`src/rtl/rtr_op_ctrl_credit.sv`:
```
// Router output-port controller: per-VC credit counters, VC allocation tracking, sticky errors and a registered link stage.
// Optional link sleep/wake power management is enabled by defining RTR_OP_CTRL_LINK_PM_EN.
module rtr_op_ctrl_credit #(
  parameter int num_vcs         = 4,
  parameter int credits_per_vc  = 8,
  parameter int flit_data_width = 64,
  parameter int elig_mask       = 0,
  parameter int credit_bypass   = 1,
  parameter int idle_cycles     = 16,
  localparam int vc_idx_width   = (num_vcs > 1) ? $clog2(num_vcs) : 1,
  localparam int cnt_width      = $clog2(credits_per_vc + 1)
) (
  input  logic                           clk,
  input  logic                           reset,
  input  logic                           credit_valid_in,
  input  logic [vc_idx_width-1:0]        credit_vc_in,
  input  logic                           flit_valid_in,
  input  logic                           flit_head_in,
  input  logic                           flit_tail_in,
  input  logic [num_vcs-1:0]             flit_sel_in_ovc,
  input  logic [flit_data_width-1:0]     flit_data_in,
  input  logic                           wake_req_in,
  output logic                           channel_valid_out,
  output logic                           channel_head_out,
  output logic                           channel_tail_out,
  output logic [vc_idx_width-1:0]        channel_vc_out,
  output logic [flit_data_width-1:0]     channel_data_out,
  output logic [num_vcs-1:0]             elig_out_ovc,
  output logic [num_vcs-1:0]             empty_out_ovc,
  output logic [num_vcs-1:0]             almost_full_out_ovc,
  output logic [num_vcs-1:0]             full_out_ovc,
  output logic [num_vcs*cnt_width-1:0]   credits_out,
  output logic                           link_sleep_out,
  output logic [2:0]                     error_out
);

  localparam logic [cnt_width-1:0] cnt_one  = cnt_width'(1);
  localparam logic [cnt_width-1:0] cnt_full = cnt_width'(credits_per_vc);
  localparam logic [cnt_width:0]   eff_full = (cnt_width + 1)'(credits_per_vc);
  localparam logic [cnt_width:0]   eff_one  = (cnt_width + 1)'(1);

  logic [cnt_width-1:0]       cnt_q [num_vcs];
  logic [cnt_width-1:0]       cnt_d [num_vcs];
  logic [num_vcs-1:0]         alloc_q, alloc_d;
  logic [num_vcs-1:0]         credit_on, flit_on, unf, ovf;
  logic [num_vcs-1:0]         empty_raw, af_raw, full_raw, elig_raw;
  logic [cnt_width:0]         eff;
  logic [2:0]                 err_q, err_d;
  logic                       proto_err;
  logic                       pm_mask, pm_flit_err;
  logic [vc_idx_width-1:0]    vc_enc;
  logic                       ch_valid_q, ch_head_q, ch_tail_q;
  logic [vc_idx_width-1:0]    ch_vc_q;
  logic [flit_data_width-1:0] ch_data_q;

  // NOTE: every always_comb output gets a default before any branch, so no latch is inferred.
  always_comb begin
    flit_on  = flit_valid_in ? flit_sel_in_ovc : '0;
    vc_enc   = '0;
    eff      = '0;
    for (int v = 0; v < num_vcs; v++) begin
      credit_on[v] = credit_valid_in && (int'(credit_vc_in) == v);
      cnt_d[v]     = cnt_q[v];
      unf[v]       = 1'b0;
      ovf[v]       = 1'b0;
      // A flit and a credit on the same VC cancel out and cannot fault.
      case ({flit_on[v], credit_on[v]})
        2'b10:   if (cnt_q[v] == '0) unf[v] = 1'b1; else cnt_d[v] = cnt_q[v] - cnt_one;
        2'b01:   if (cnt_q[v] == cnt_full) ovf[v] = 1'b1; else cnt_d[v] = cnt_q[v] + cnt_one;
        default: ;
      endcase
      eff          = {1'b0, cnt_q[v]} + {{cnt_width{1'b0}}, (credit_bypass != 0) && credit_on[v]};
      empty_raw[v] = (eff == eff_full);
      af_raw[v]    = (eff == eff_one);
      full_raw[v]  = (eff == '0);
      alloc_d[v]   = flit_on[v] ? ~flit_tail_in : alloc_q[v];
    end
    for (int v = num_vcs - 1; v >= 0; v--) begin
      if (flit_sel_in_ovc[v]) vc_enc = vc_idx_width'(v);
    end
    elig_raw = ~alloc_d;
    if (elig_mask >= 1) elig_raw = elig_raw & ~full_raw;
    if (elig_mask >= 2) elig_raw = elig_raw & empty_raw;
    proto_err = pm_flit_err ||
                (flit_valid_in && (!$onehot(flit_sel_in_ovc) ||
                 (flit_head_in ? |(flit_on & alloc_q) : |(flit_on & ~alloc_q))));
    err_d = err_q | {|unf, |ovf, proto_err};
  end

`ifdef RTR_OP_CTRL_LINK_PM_EN
  typedef enum logic [1:0] {PM_ACTIVE, PM_SLEEP, PM_WAKE} pm_state_e;
  localparam int idle_width = $clog2(idle_cycles + 1);
  localparam logic [idle_width-1:0] idle_last = idle_width'(idle_cycles - 1);

  pm_state_e             state_q, state_d;
  logic [idle_width-1:0] idle_q, idle_d;
  logic                  link_idle;

  always_ff @(posedge clk or negedge reset) begin
    if (!reset) begin
      state_q <= PM_ACTIVE;
      idle_q  <= '0;
    end else begin
      state_q <= state_d;
      idle_q  <= idle_d;
    end
  end

  always_comb begin
    link_idle = !flit_valid_in && !credit_valid_in && (alloc_q == '0);
    for (int v = 0; v < num_vcs; v++) begin
      if (cnt_q[v] != cnt_full) link_idle = 1'b0;
    end
    state_d = state_q;
    idle_d  = '0;
    case (state_q)
      PM_ACTIVE: if (link_idle) begin
        if (idle_q == idle_last) state_d = PM_SLEEP;
        else                     idle_d  = idle_q + idle_width'(1);
      end
      PM_SLEEP:  if (wake_req_in) state_d = PM_WAKE;
      default:   state_d = PM_ACTIVE;
    endcase
  end

  always_comb begin
    pm_mask        = (state_q != PM_ACTIVE);
    link_sleep_out = (state_q == PM_SLEEP);
    pm_flit_err    = pm_mask && flit_valid_in;
  end
`else
  logic unused_wake;
  assign unused_wake    = wake_req_in;
  assign pm_mask        = 1'b0;
  assign pm_flit_err    = 1'b0;
  assign link_sleep_out = 1'b0;
`endif

  // NOTE: sequential state uses non-blocking assignments so all flops update from pre-edge values.
  // NOTE: the per-VC counter array is reset explicitly; it holds live credit state, not scratch data.
  always_ff @(posedge clk or negedge reset) begin
    if (!reset) begin
      for (int v = 0; v < num_vcs; v++) cnt_q[v] <= cnt_full;
      alloc_q    <= '0;
      err_q      <= '0;
      ch_valid_q <= 1'b0;
      ch_head_q  <= 1'b0;
      ch_tail_q  <= 1'b0;
      ch_vc_q    <= '0;
      ch_data_q  <= '0;
    end else begin
      for (int v = 0; v < num_vcs; v++) cnt_q[v] <= cnt_d[v];
      alloc_q    <= alloc_d;
      err_q      <= err_d;
      ch_valid_q <= flit_valid_in;
      if (flit_valid_in) begin
        ch_head_q <= flit_head_in;
        ch_tail_q <= flit_tail_in;
        ch_vc_q   <= vc_enc;
        ch_data_q <= flit_data_in;
      end
    end
  end

  for (genvar v = 0; v < num_vcs; v++) begin : g_credits
    assign credits_out[(num_vcs-1-v)*cnt_width +: cnt_width] = cnt_q[v];
  end

  assign channel_valid_out   = ch_valid_q;
  assign channel_head_out    = ch_head_q;
  assign channel_tail_out    = ch_tail_q;
  assign channel_vc_out      = ch_vc_q;
  assign channel_data_out    = ch_data_q;
  assign elig_out_ovc        = pm_mask ? '0 : elig_raw;
  assign full_out_ovc        = pm_mask ? '1 : full_raw;
  assign empty_out_ovc       = empty_raw;
  assign almost_full_out_ovc = af_raw;
  assign error_out           = err_q;

endmodule

```
`config.mk`:
```
export PLATFORM = sky130hd
export DESIGN_NAME = rtr_op_ctrl_credit
export DESIGN_NICKNAME = d
export VERILOG_FILES = /design/src/rtl/rtr_op_ctrl_credit.sv
export SDC_FILE = /design/constraint.sdc
export NUM_CORES = 1
export LEC_CHECK = 0
export CORE_ASPECT_RATIO = 0.5
export CORE_MARGIN = 1
export CORE_UTILIZATION = 33
export CTS_BUF_LIST = sky130_fd_sc_hd__clkbuf_4 sky130_fd_sc_hd__clkbuf_8
export DETAILED_ROUTE_END_ITERATION = 8
export HOLD_SLACK_MARGIN = 0.06
export PLACE_DENSITY = 0.7
export SLEW_MARGIN = 20
export SYNTH_ARGS = -nofsm -noshare
export SYNTH_HDL_FRONTEND = slang
export SYNTH_SLANG_ARGS = --single-unit
```
`constraint.sdc`:
```
create_clock -name clk -period 2.5 [get_ports clk]
set_input_delay 0.5 -clock clk [delete_from_list [all_inputs] [get_ports clk]]
set_output_delay 0.5 -clock clk [all_outputs]
set_load 0.01 [all_outputs]
```
======== After elaboration in Yosys (flattened, before gate mapping) ========
Cells that the tools add are included.
operators by class
  bitwise operators ....................... 6
  mux-type cells .......................... 38
  add/sub/neg operators ................... 15
  equality and inequality tests ........... 32
  reductions and logical operators ........ 28
operators with widths
  kind                   count
  $mux W4                9
  $pmux W4 S2            4
  $mux W1                21
  $add A4 B1 Y5          4
  $eq A5 B1 Y1 const B   4
  $eq A5 B4 Y1 const B   4
  $logic_not A5 Y1       4
  $add A4 B1 Y4 const B  4
  $eq A4 B4 Y1 const B   4
  $logic_not A4 Y1       4
  $ne A2 B2 Y1 const B   8
  $reduce_or A4 Y1       4
  $sub A4 B1 Y4 const B  4
  $eq A2 B2 Y1 const B   6
  $reduce_and A3 Y1      4
  $eq A2 B1 Y1 const B   5
  $and A4 B4 Y4          2
  $mux W2                4
  $not A4 Y4             2
  $reduce_bool A2 Y1     4
  $logic_and A1 B1 Y1    5
  $add A1 B1 Y2          2
  $add A2 B2 Y3          1
  $eq A3 B1 Y1 const B   1
  other kinds (5)        5
word-level totals
  output and inout port bits .............. 105
  bits of input ports ..................... 77
  flip-flop bits (word level) ............. 92
  word-level logic and storage cells ...... 130

======== Depth between registers and ports, before layout ========
Gate-level depths: netlist (run 1).
  depth after elaboration ................. 7
  depth in mapped cells ................... 9

======== Worst setup path after synthesis (run 1) ========
OpenSTA, ideal clock, no wires.
  path kind ............................... input port to output port
  start point ............................. input credit_vc_in[1]
  end point ............................... output almost_full_out_ovc[1]
  stages .................................. 7
  required time ........................... 2.000 ns
  arrival time ............................ 1.902 ns
  path slack .............................. 0.098 ns
  cell sequence ........................... nand3b_1 > inv_2 > ha_1 > ha_1 > a21boi_0 > a21oi_1 > nor4b_1
between the ends
  longest elaborated chain between the ends .. 4
ends and longest elaborated chain
  item                 line  text
  from (decl)          16    input logic [vc_idx_width-1:0] credit_vc_in,
  $eq A2 B2 Y1         62    credit_on[v] = credit_valid_in && (int'(credit_vc_in) == v);
  $logic_and A1 B1 Y1  62
  $add A4 B1 Y5        72    eff = {1'b0, cnt_q[v]} + {{cnt_width{1'b0}}, (credit_bypass != 0) && credit_on[v]};
  $eq A5 B1 Y1         74    af_raw[v] = (eff == eff_one);
  to (decl)            30    output logic [num_vcs-1:0] almost_full_out_ovc,
No other way between the ends.

======== Final worst setup path (run 1) ========
  start point ............................. input credit_vc_in[0]
  end point ............................... output almost_full_out_ovc[2]
Same word-level chain as after synthesis.

==> results of run 1 <==
## power groups by stage
stage | Combinational, mW | Clock, mW | Sequential [mW]
5_1_grt | 2.56 | 1.31 | 2.14
3_5_place_dp | 2.32 | 0 | 2.09
3_3_place_gp | 2.27 | 0 | 2.08
6_report | 2.34 | 1.21 | 2.09
4_1_cts | 2.34 | 1.26 | 2.08
2_1_floorplan | 1.01 | 0 | 2.19
## metal layers
metal / track usage (%) / share of wire (%)
met4: 5.37 / 1.6
met3: 3.64 / 3.3
met5: 0 / 0
met1: 19.7 / 43
met2: 29.8 / 52
## timing repair
action,in CTS,in global routing
pin swaps,7,4
buffers inserted,2,1
resized for setup,74,16
hold endpoints to repair,18,0
setup endpoints to repair,14,14
gates cloned,0,0
hold buffers,1,0
## worst max-delay path, delay by kind of cell
family	cells	cell delay, ps
AO/OA/AOI/OAI	1	90
adder cells (fa/ha/maj)	2	460
buffers and inverters	3	470
AND/OR/NAND/NOR	3	360
## worst paths after layout
| check | slack, ps | cells past startpoint | from | endpoint |
|---|---|---|---|---|
| setup / recovery | 120 | 9 | credit_vc_in[0] | almost_full_out_ovc[2] |
| hold / removal | 500 | 2 | error_out[2] | error_out[2] |
| setup reg to reg | 700 | 6 | credits_out[9] | credits_out[11] |
| hold reg to reg | 500 | 2 | error_out[2] | error_out[2] |
| max in group asynchronous | 1180 | 3 | reset | credits_out[11] |
| min in group asynchronous | 590 | 2 | reset | credits_out[2] |
## area by class of cell
cell class                 count  area (sq um)  area share (%)
sequential                    92          2310            32.1
tap                          170           213            2.96
inverter                      27           101            1.41
timing repair buffer         228          2120            29.5
clock inverter                 7           120            1.67
clock buffer                   9           124            1.72
multi-input combinational    252          2200            30.6
## cells in the mapped netlist, types with 3 or more instances
cell      n
a31oi_1   7
nand2_1  25
mux2_2   67
o22ai_1   4
inv_1    26
dfstp_2   4
mux2i_1   3
nand3_1   5
nor2_1   26
a21oi_1  20
xnor2_1   8
dfrtp_1  88
nor3b_1   3
and3_1    3
fa_1      5
nor3_1   12
ha_1     24
buf_2     9
o21ai_0   7
xor2_1    3
## flip-flops by register name (all words and copies together), names as in the netlist
| name | count |
|---|---|
| channel_data_out | 64 |
| credits_out | 16 |
| alloc_q | 4 |
| error_out | 3 |
| channel_vc_out | 2 |
| channel_head_out | 1 |
| channel_tail_out | 1 |
| channel_valid_out | 1 |
## per-stage QoR
stage                     hold WS [ps]  power (mW)  area [sq um]  util (%)
after global placement             420        4.34          6840      52.3
after CTS                          506        5.68          7160      54.8
after detailed placement           415        4.41          6840      52.3
after floorplan                    204        3.20          4560         -
final                              501        5.64          7190      55.0
after global routing               520        6.00          7190      55.0
## kinds of logic (layout without fill, tap and decap cells)
kind of cell    count (synthesis)  after routing  synth area share [%]
xor+xnor                       12             12                  2.47
compound gates                 55             55                  7.94
fa+ha+maj                      29             29                  8.79
mux                            72             72                  17.9
buf+inv                        39            271                  3.71
other cells                     1              1                0.0823
simple gates                   83             83                  8.49
flops                          92             92                  50.6
==> results.json, run 1 <==
{
  "status": "complete, no violations",
  "numCtsBuffers": 9,
  "die_x_um": 168,
  "antenna_found_initial": 0,
  "comb_power_share_pct": 41.5,
  "irDropWorstVdd_v": 0.000337,
  "syn_area_sq_um": 4560,
  "drt_iter0_markers": 143,
  "setup-tns-final_ps": 0,
  "clock_latency_ps": 360,
  "chipHeight_um": 85.1,
  "wl_per_cell_um": 14.9,
  "finalNonFillerCells": 785,
  "fin_nets": 716,
  "dp.cells": 765,
  "ys.flop_type": "dfrtp_1",
  "place_congestion": 0.793,
  "detailedPlace.worstSlack_ps": -734,
  "ioPinCount": 182,
  "grt_max_degree": 72,
  "syn_nets": 489,
  "yosysTopAreaCellShare_pct": 48.3,
  "root_buffer": "clkbuf_8",
  "crit_arrival_ps": 1880,
  "rows": 29,
  "finClkSkew_ps": 9.38,
  "critPathRequiredTime_ps": 2000,
  "min_period_ps": 2380,
  "final_cell_mix": "clkdlybuf4s50_1, dfrtp_1, mux2_2",
  "setup_ws_ps": 121,
  "via_count": 3688,
  "grt_pass1_vias": 3721,
  "finalMaxSlewViolations": 0,
  "final_common_cell": "clkdlybuf4s50_1",
  "cp_cell_sequence": "buf_2 > buf_6 > nor2_4 > ha_2 > ha_2 > nor2_1 > o21ai_2 > nor2_1 > clkdlybuf4s15_2",
  "synth.distinct_cells": 46,
  "rsz0062_at_grt": "false",
  "swShare_pct": 33.4,
  "synth_cells": 383,
  "start_util_pct": 34.9,
  "drive_gt1_share_pct": 29.8,
  "grtUsageTotal_pct": 16.5,
  "cp-end-kind": "output pin",
  "maxCapViolCount": 0,
  "hpwl_um": 8840,
  "ys_async_sr_fraction_pct": 100,
  "synth_edf_count": 0,
  "cts_tree": "done",
  "slew_headroom_pct": 40.8,
  "setup_violations": 0,
  "power.density_nw_per_um2": 784,
  "route.detailed.drc": 0,
  "place.port_buffers": 179,
  "final.period_utilization_pct": 95.1,
  "crit_slowest_cell": "ha_2",
  "grt_pass1_wl_um": 18600,
  "pwr-share-seq_pct": 37.0,
  "hold_viol": 0,
  "clock-sinks": 92,
  "p_leak_nw": 3.08,
  "cts_buffer_depth": 2,
  "syn_avg_cell_area_sq_um": 11.9,
  "fmax_ghz": 0.420,
  "core_area_sq_um": 13100,
  "tightest_slew_ps": 888,
  "critPathMaxFanout": 3,
  "crit_type": "in2out",
  "cp-start-kind": "input pin",
  "htree_num_levels": 3,
  "ys_top_cells_by_area": "dfrtp_1, mux2_2, ha_1",
  "cpPeakStageDelay_ps": 270,
  "p_switching_mw": 1.88,
  "p_int_mw": 3.76,
  "clk_pin_slew_ps": 90,
  "grt_overflow": 0,
  "yosys.area.top_type": "dfrtp_1",
  "drtAntennaViolNets": 0,
  "hp-class": "reg2reg",
  "area_delta_synth_final_pct": 57.8,
  "drt-total-wl_um": 11700,
  "drt_first_pass_iters": 4,
  "antenna_cells": 0,
  "seq_area_frac_synth_pct": 50.6,
  "die-area_sq_um": 14300,
  "ys_ff_latch": 92,
  "viasPerCell": 4.70,
  "nFillCells": 1102,
  "pwr-share-clk_pct": 21.4,
  "yosysWarnings": 0
}
(Power assumes the default switching activity.)
==> inputs of run 2 (changes only) <==
CORE_UTILIZATION = 30   (was 33)
PLACE_DENSITY = 0.65   (was 0.7)
==> results.json, run 2 (same netlist as run 1, synthesis figures left out) <==
{
  "status": "complete, no violations",
  "hpwl_um": 9100,
  "final_area_sq_um": 7170,
  "slew_headroom_pct": 56.2,
  "route.detailed.drc": 0,
  "numCtsBuffers": 9,
  "hold_viol": 0,
  "p_leak_nw": 3.07,
  "place_area_sq_um": 6900,
  "power.density_nw_per_um2": 769,
  "min_period_ps": 2450,
  "critPathRequiredTime_ps": 2000,
  "root_buffer": "clkbuf_8",
  "die-area_sq_um": 15700,
  "nFillCells": 1317,
  "pwr-share-clk_pct": 20.1,
  "start_util_pct": 31.1,
  "critPathMaxFanout": 3,
  "p_int_mw": 3.65,
  "p_switching_mw": 1.86,
  "detailedPlace.worstSlack_ps": -774,
  "cts_buffer_depth": 2,
  "ioPinCount": 182,
  "hp-class": "in2async",
  "cp-start-kind": "input pin",
  "dp.cells": 796,
  "rows": 31,
  "via_count": 3668,
  "place_congestion": 0.796,
  "clock-sinks": 92,
  "tightest_slew_ps": 657,
  "setup_ws_ps": 54.0,
  "grtUsageTotal_pct": 15.0,
  "drt-total-wl_um": 12000,
  "wl_per_cell_um": 14.7,
  "antenna_cells": 0,
  "clock_latency_ps": 350,
  "place.port_buffers": 179,
  "viasPerCell": 4.51,
  "clk_pin_slew_ps": 90,
  "fmax_ghz": 0.409,
  "finalMaxSlewViolations": 0,
  "irDropWorstVdd_v": 0.000259,
  "utilization_pct": 48.9,
  "fin_nets": 717,
  "die_x_um": 176,
  "grt_pass1_vias": 3611,
  "setup_violations": 0,
  "chipHeight_um": 89.1,
  "crit_type": "in2out",
  "multi_input_area_sq_um": 2170,
  "cts_tree": "done",
  "finalNonFillerCells": 813,
  "grt_overflow": 0,
  "crit_arrival_ps": 1950,
  "drt_first_pass_iters": 4,
  "drtAntennaViolNets": 0,
  "antenna_found_initial": 0,
  "drt_iter0_markers": 113,
  "final.period_utilization_pct": 97.8,
  "final_common_cell": "clkdlybuf4s50_1",
  "grt_pass1_wl_um": 18500,
  "htree_num_levels": 3,
  "core_area_sq_um": 14700,
  "regArea_sq_um": 2310,
  "setup-tns-final_ps": 0,
  "final_cell_mix": "clkdlybuf4s50_1, dfrtp_1, mux2_2",
  "maxCapViolCount": 0,
  "comb_power_share_pct": 42.0,
  "drive_gt1_share_pct": 29.6,
  "finClkSkew_ps": 5.61,
  "cp-end-kind": "output pin",
  "area_delta_synth_final_pct": 57.3,
  "grt_max_degree": 47,
  "largest_reg_flops": 64,
  "swShare_pct": 33.8,
  "pwr-share-seq_pct": 37.9
}
## run 2: changes by cell type in the layout (fill, tap and decap cells not counted), moves of 2 or more
cell     before  now
nand2_1      22   24
nor2_2        0    2
nand2_2       4    2
ha_1         16   18
o21ai_0       2    4
buf_4        47   49
ha_4          6    4
## run 2: per-layer routing
layer  GRT usage [%]  routed length [um]  vias to the layer above
met5               0                   0                        -
met4            3.64                 119                        0
met3            3.32                 400                       10
met2            26.4                6280                       61
met1            18.9                5170                     1800
li1                -                   -                     1797
## run 2: power by group through the flow
stage	registers (mW)	clock network, mW	logic, mW
2_1_floorplan	2.19	0	1.01
3_3_place_gp	2.07	0	2.27
3_5_place_dp	2.08	0	2.31
4_1_cts	2.08	1.16	2.33
5_1_grt	2.13	1.21	2.56
6_report	2.09	1.11	2.32
## run 2: worst max-delay path, cell delays in order
cell	delay [ps]
buf_2	110
nand3b_1	210
inv_2	130
ha_4	150
ha_4	140
a21boi_2	170
a21oi_2	80
nor4b_1	270
buf_2	180
## run 2: final cells by class
cell class	count	share of cell area, %
sequential	92	32.2
multi-input combinational	252	30.3
timing repair buffer	229	29.6
tap	198	3.46
clock buffer	9	1.73
inverter	27	1.41
clock inverter	6	1.24
## run 2: through the flow
stage               power (mW)  hold WS [ps]
finish                    5.51           159
global route              5.90           198
CTS                       5.57           171
detailed placement        4.39           478
global placement          4.34           488
floorplan                 3.20           204
## run 2: worst paths after layout
kind | slack, ps | from | end | depth (start not counted)
worst max-delay path | 50 | credit_vc_in[1] | almost_full_out_ovc[1] | 9
max in group asynchronous | 1700 | reset | error_out[0] | 2
min in group clk | 490 | flit_valid_in | error_out[0] | 3
worst max register to register | 760 | credits_out[9] | credits_out[11] | 6
worst min register to register | 500 | error_out[2] | error_out[2] | 2
worst min-delay path | 160 | reset | channel_data_out[52] | 1
## run 2: what timing repair did
action / CTS / global route
resized for setup: 77 / 8
cloned: 0 / 0
setup buffers: 1 / 1
pin swaps: 9 / 4
endpoints found under the setup margin: 15 / 11
hold buffers: 0 / 0
==> inputs of run 3 (changes only) <==
CORE_MARGIN = 4   (was 1)
==> results.json, run 3 (same netlist as run 1, synthesis figures left out) <==
{
  "status": "complete, no violations",
  "crit_arrival_ps": 1910,
  "htree_num_levels": 3,
  "hpwl_um": 9690,
  "grt_max_degree": 48,
  "area_delta_synth_final_pct": 58.1,
  "p_leak_nw": 3.06,
  "clock_latency_ps": 350,
  "setup_violations": 0,
  "route.detailed.drc": 0,
  "finClkSkew_ps": 7.37,
  "cts_tree": "done",
  "grt_pass1_wl_um": 19500,
  "crit_type": "in2out",
  "hold_buffers": 0,
  "final_cell_mix": "clkdlybuf4s50_1, dfrtp_1, mux2_2",
  "fmax_ghz": 0.415,
  "drt-total-wl_um": 12400,
  "place.port_buffers": 179,
  "start_util_pct": 31.1,
  "ff2ff_path_depth": 6,
  "critPathRequiredTime_ps": 2000,
  "rows": 31,
  "chipHeight_um": 95.1,
  "grtUsageTotal_pct": 14.1,
  "antenna_cells": 0,
  "final.period_utilization_pct": 96.5,
  "die-area_sq_um": 17300,
  "drive_gt1_share_pct": 29.7,
  "finalMaxSlewViolations": 0,
  "clock-sinks": 92,
  "hold_viol": 0,
  "cts_buffer_depth": 2,
  "tightest_slew_ps": 610,
  "pwr-share-seq_pct": 37.2,
  "final_area_sq_um": 7200,
  "fin_nets": 714,
  "maxCapViolCount": 0,
  "place_area_sq_um": 6870,
  "drtAntennaViolNets": 0,
  "critPathMaxFanout": 4,
  "cp-start-kind": "input pin",
  "numCtsBuffers": 9,
  "min_period_ps": 2410,
  "comb_power_share_pct": 42.1,
  "largest_reg_flops": 64,
  "grt_pass1_vias": 3731,
  "wl_met3_um": 418,
  "finalNonFillerCells": 811,
  "rsz0062_at_grt": "false",
  "nFillCells": 1386,
  "hp-class": "in2async",
  "final_common_cell": "clkdlybuf4s50_1",
  "viasPerCell": 4.53,
  "slew_headroom_pct": 59.3,
  "pwr-share-clk_pct": 20.7,
  "wl_met1_um": 5180,
  "ioPinCount": 182,
  "power.density_nw_per_um2": 779,
  "root_buffer": "clkbuf_8",
  "drt_iter0_markers": 158,
  "swShare_pct": 34.0,
  "antenna_found_initial": 0,
  "die_x_um": 182,
  "cp-end-kind": "output pin",
  "core_area_sq_um": 14700,
  "irDropWorstVdd_v": 0.000264,
  "clk_pin_slew_ps": 100,
  "topRoutingLayerUsed": "met4",
  "p_int_mw": 3.70,
  "place_congestion": 0.775,
  "dp.cells": 793,
  "wl_per_cell_um": 15.3,
  "p_switching_mw": 1.91,
  "route.met2.wl_um": 6560,
  "via_count": 3674,
  "grt_overflow": 0,
  "whs_ps": 84.6,
  "drt_first_pass_iters": 4
}
-- run 3: cell types whose count changed in the layout (fill, tap and decap cells not counted), sizes merged --
cell / before / now
buf: 62 / 58
clkbuf: 11 / 12
clkdlybuf4s15: 3 / 4
clkdlybuf4s50: 158 / 160
clkinvlp: 2 / 1
dlygate4sd2: 3 / 1
inv: 28 / 29
-- run 3: per-layer routing --
metal  track usage (%)  vias up
met5                 0        -
met4              4.24        0
met3              2.93       18
met2              25.3       68
met1              17.3     1797
li1                  -     1791
-- run 3: stage by stage --
stage | utilization, % | power (mW) | setup TNS [ps] | setup slack (ps)
2_1_floorplan | - | 3.20 | 0 | 97.8
3_3_place_gp | 46.9 | 4.37 | -8430 | -759
3_5_place_dp | 46.9 | 4.42 | -9500 | -823
4_1_cts | 49.0 | 5.67 | 0 | 13.4
5_1_grt | 49.1 | 6.01 | 0 | 19.9
6_report | 49.1 | 5.61 | 0 | 87.7
-- run 3: area by class of cell --
class	count	area (sq um)	area share, %
Sequential cell	92	2310	32.0
Multi-Input combinational cell	252	2200	30.6
Timing Repair Buffer	226	2110	29.3
Tap cell	198	248	3.44
Clock buffer	10	138	1.91
Inverter	27	101	1.41
Clock inverter	6	93.8	1.30
-- run 3: final timing paths --
path | from | to | slack (ps)
min in group clk | error_out[2] | error_out[2] | 500
max in group asynchronous | reset | credits_out[3] | 1680
max reg2reg | credits_out[9] | credits_out[11] | 750
min | reset | credits_out[14] | 80
max | flit_sel_in_ovc[3] | elig_out_ovc[3] | 90
min reg2reg | error_out[2] | error_out[2] | 500
-- run 3: power by group through the flow --
stage / Sequential [mW] / Clock (mW) / Combinational (mW)
floorplan: 2.19 / 0 / 1.01
global placement: 2.07 / 0 / 2.30
detailed placement: 2.08 / 0 / 2.34
CTS: 2.08 / 1.21 / 2.38
global route: 2.13 / 1.27 / 2.60
finish: 2.09 / 1.16 / 2.36
-- run 3: critical path: stages --
cell,delay [ps]
clkdlybuf4s50_1,510
nand2_1,130
nand2_1,90
o21ai_1,80
inv_1,60
clkdlybuf4s50_1,530
-- run 3: timing repair --
action,in CTS,in global routing
buffers inserted,2,0
endpoints found under the setup margin,14,13
pin swaps,6,5
resized for setup,81,9
endpoints found under the hold margin,0,0
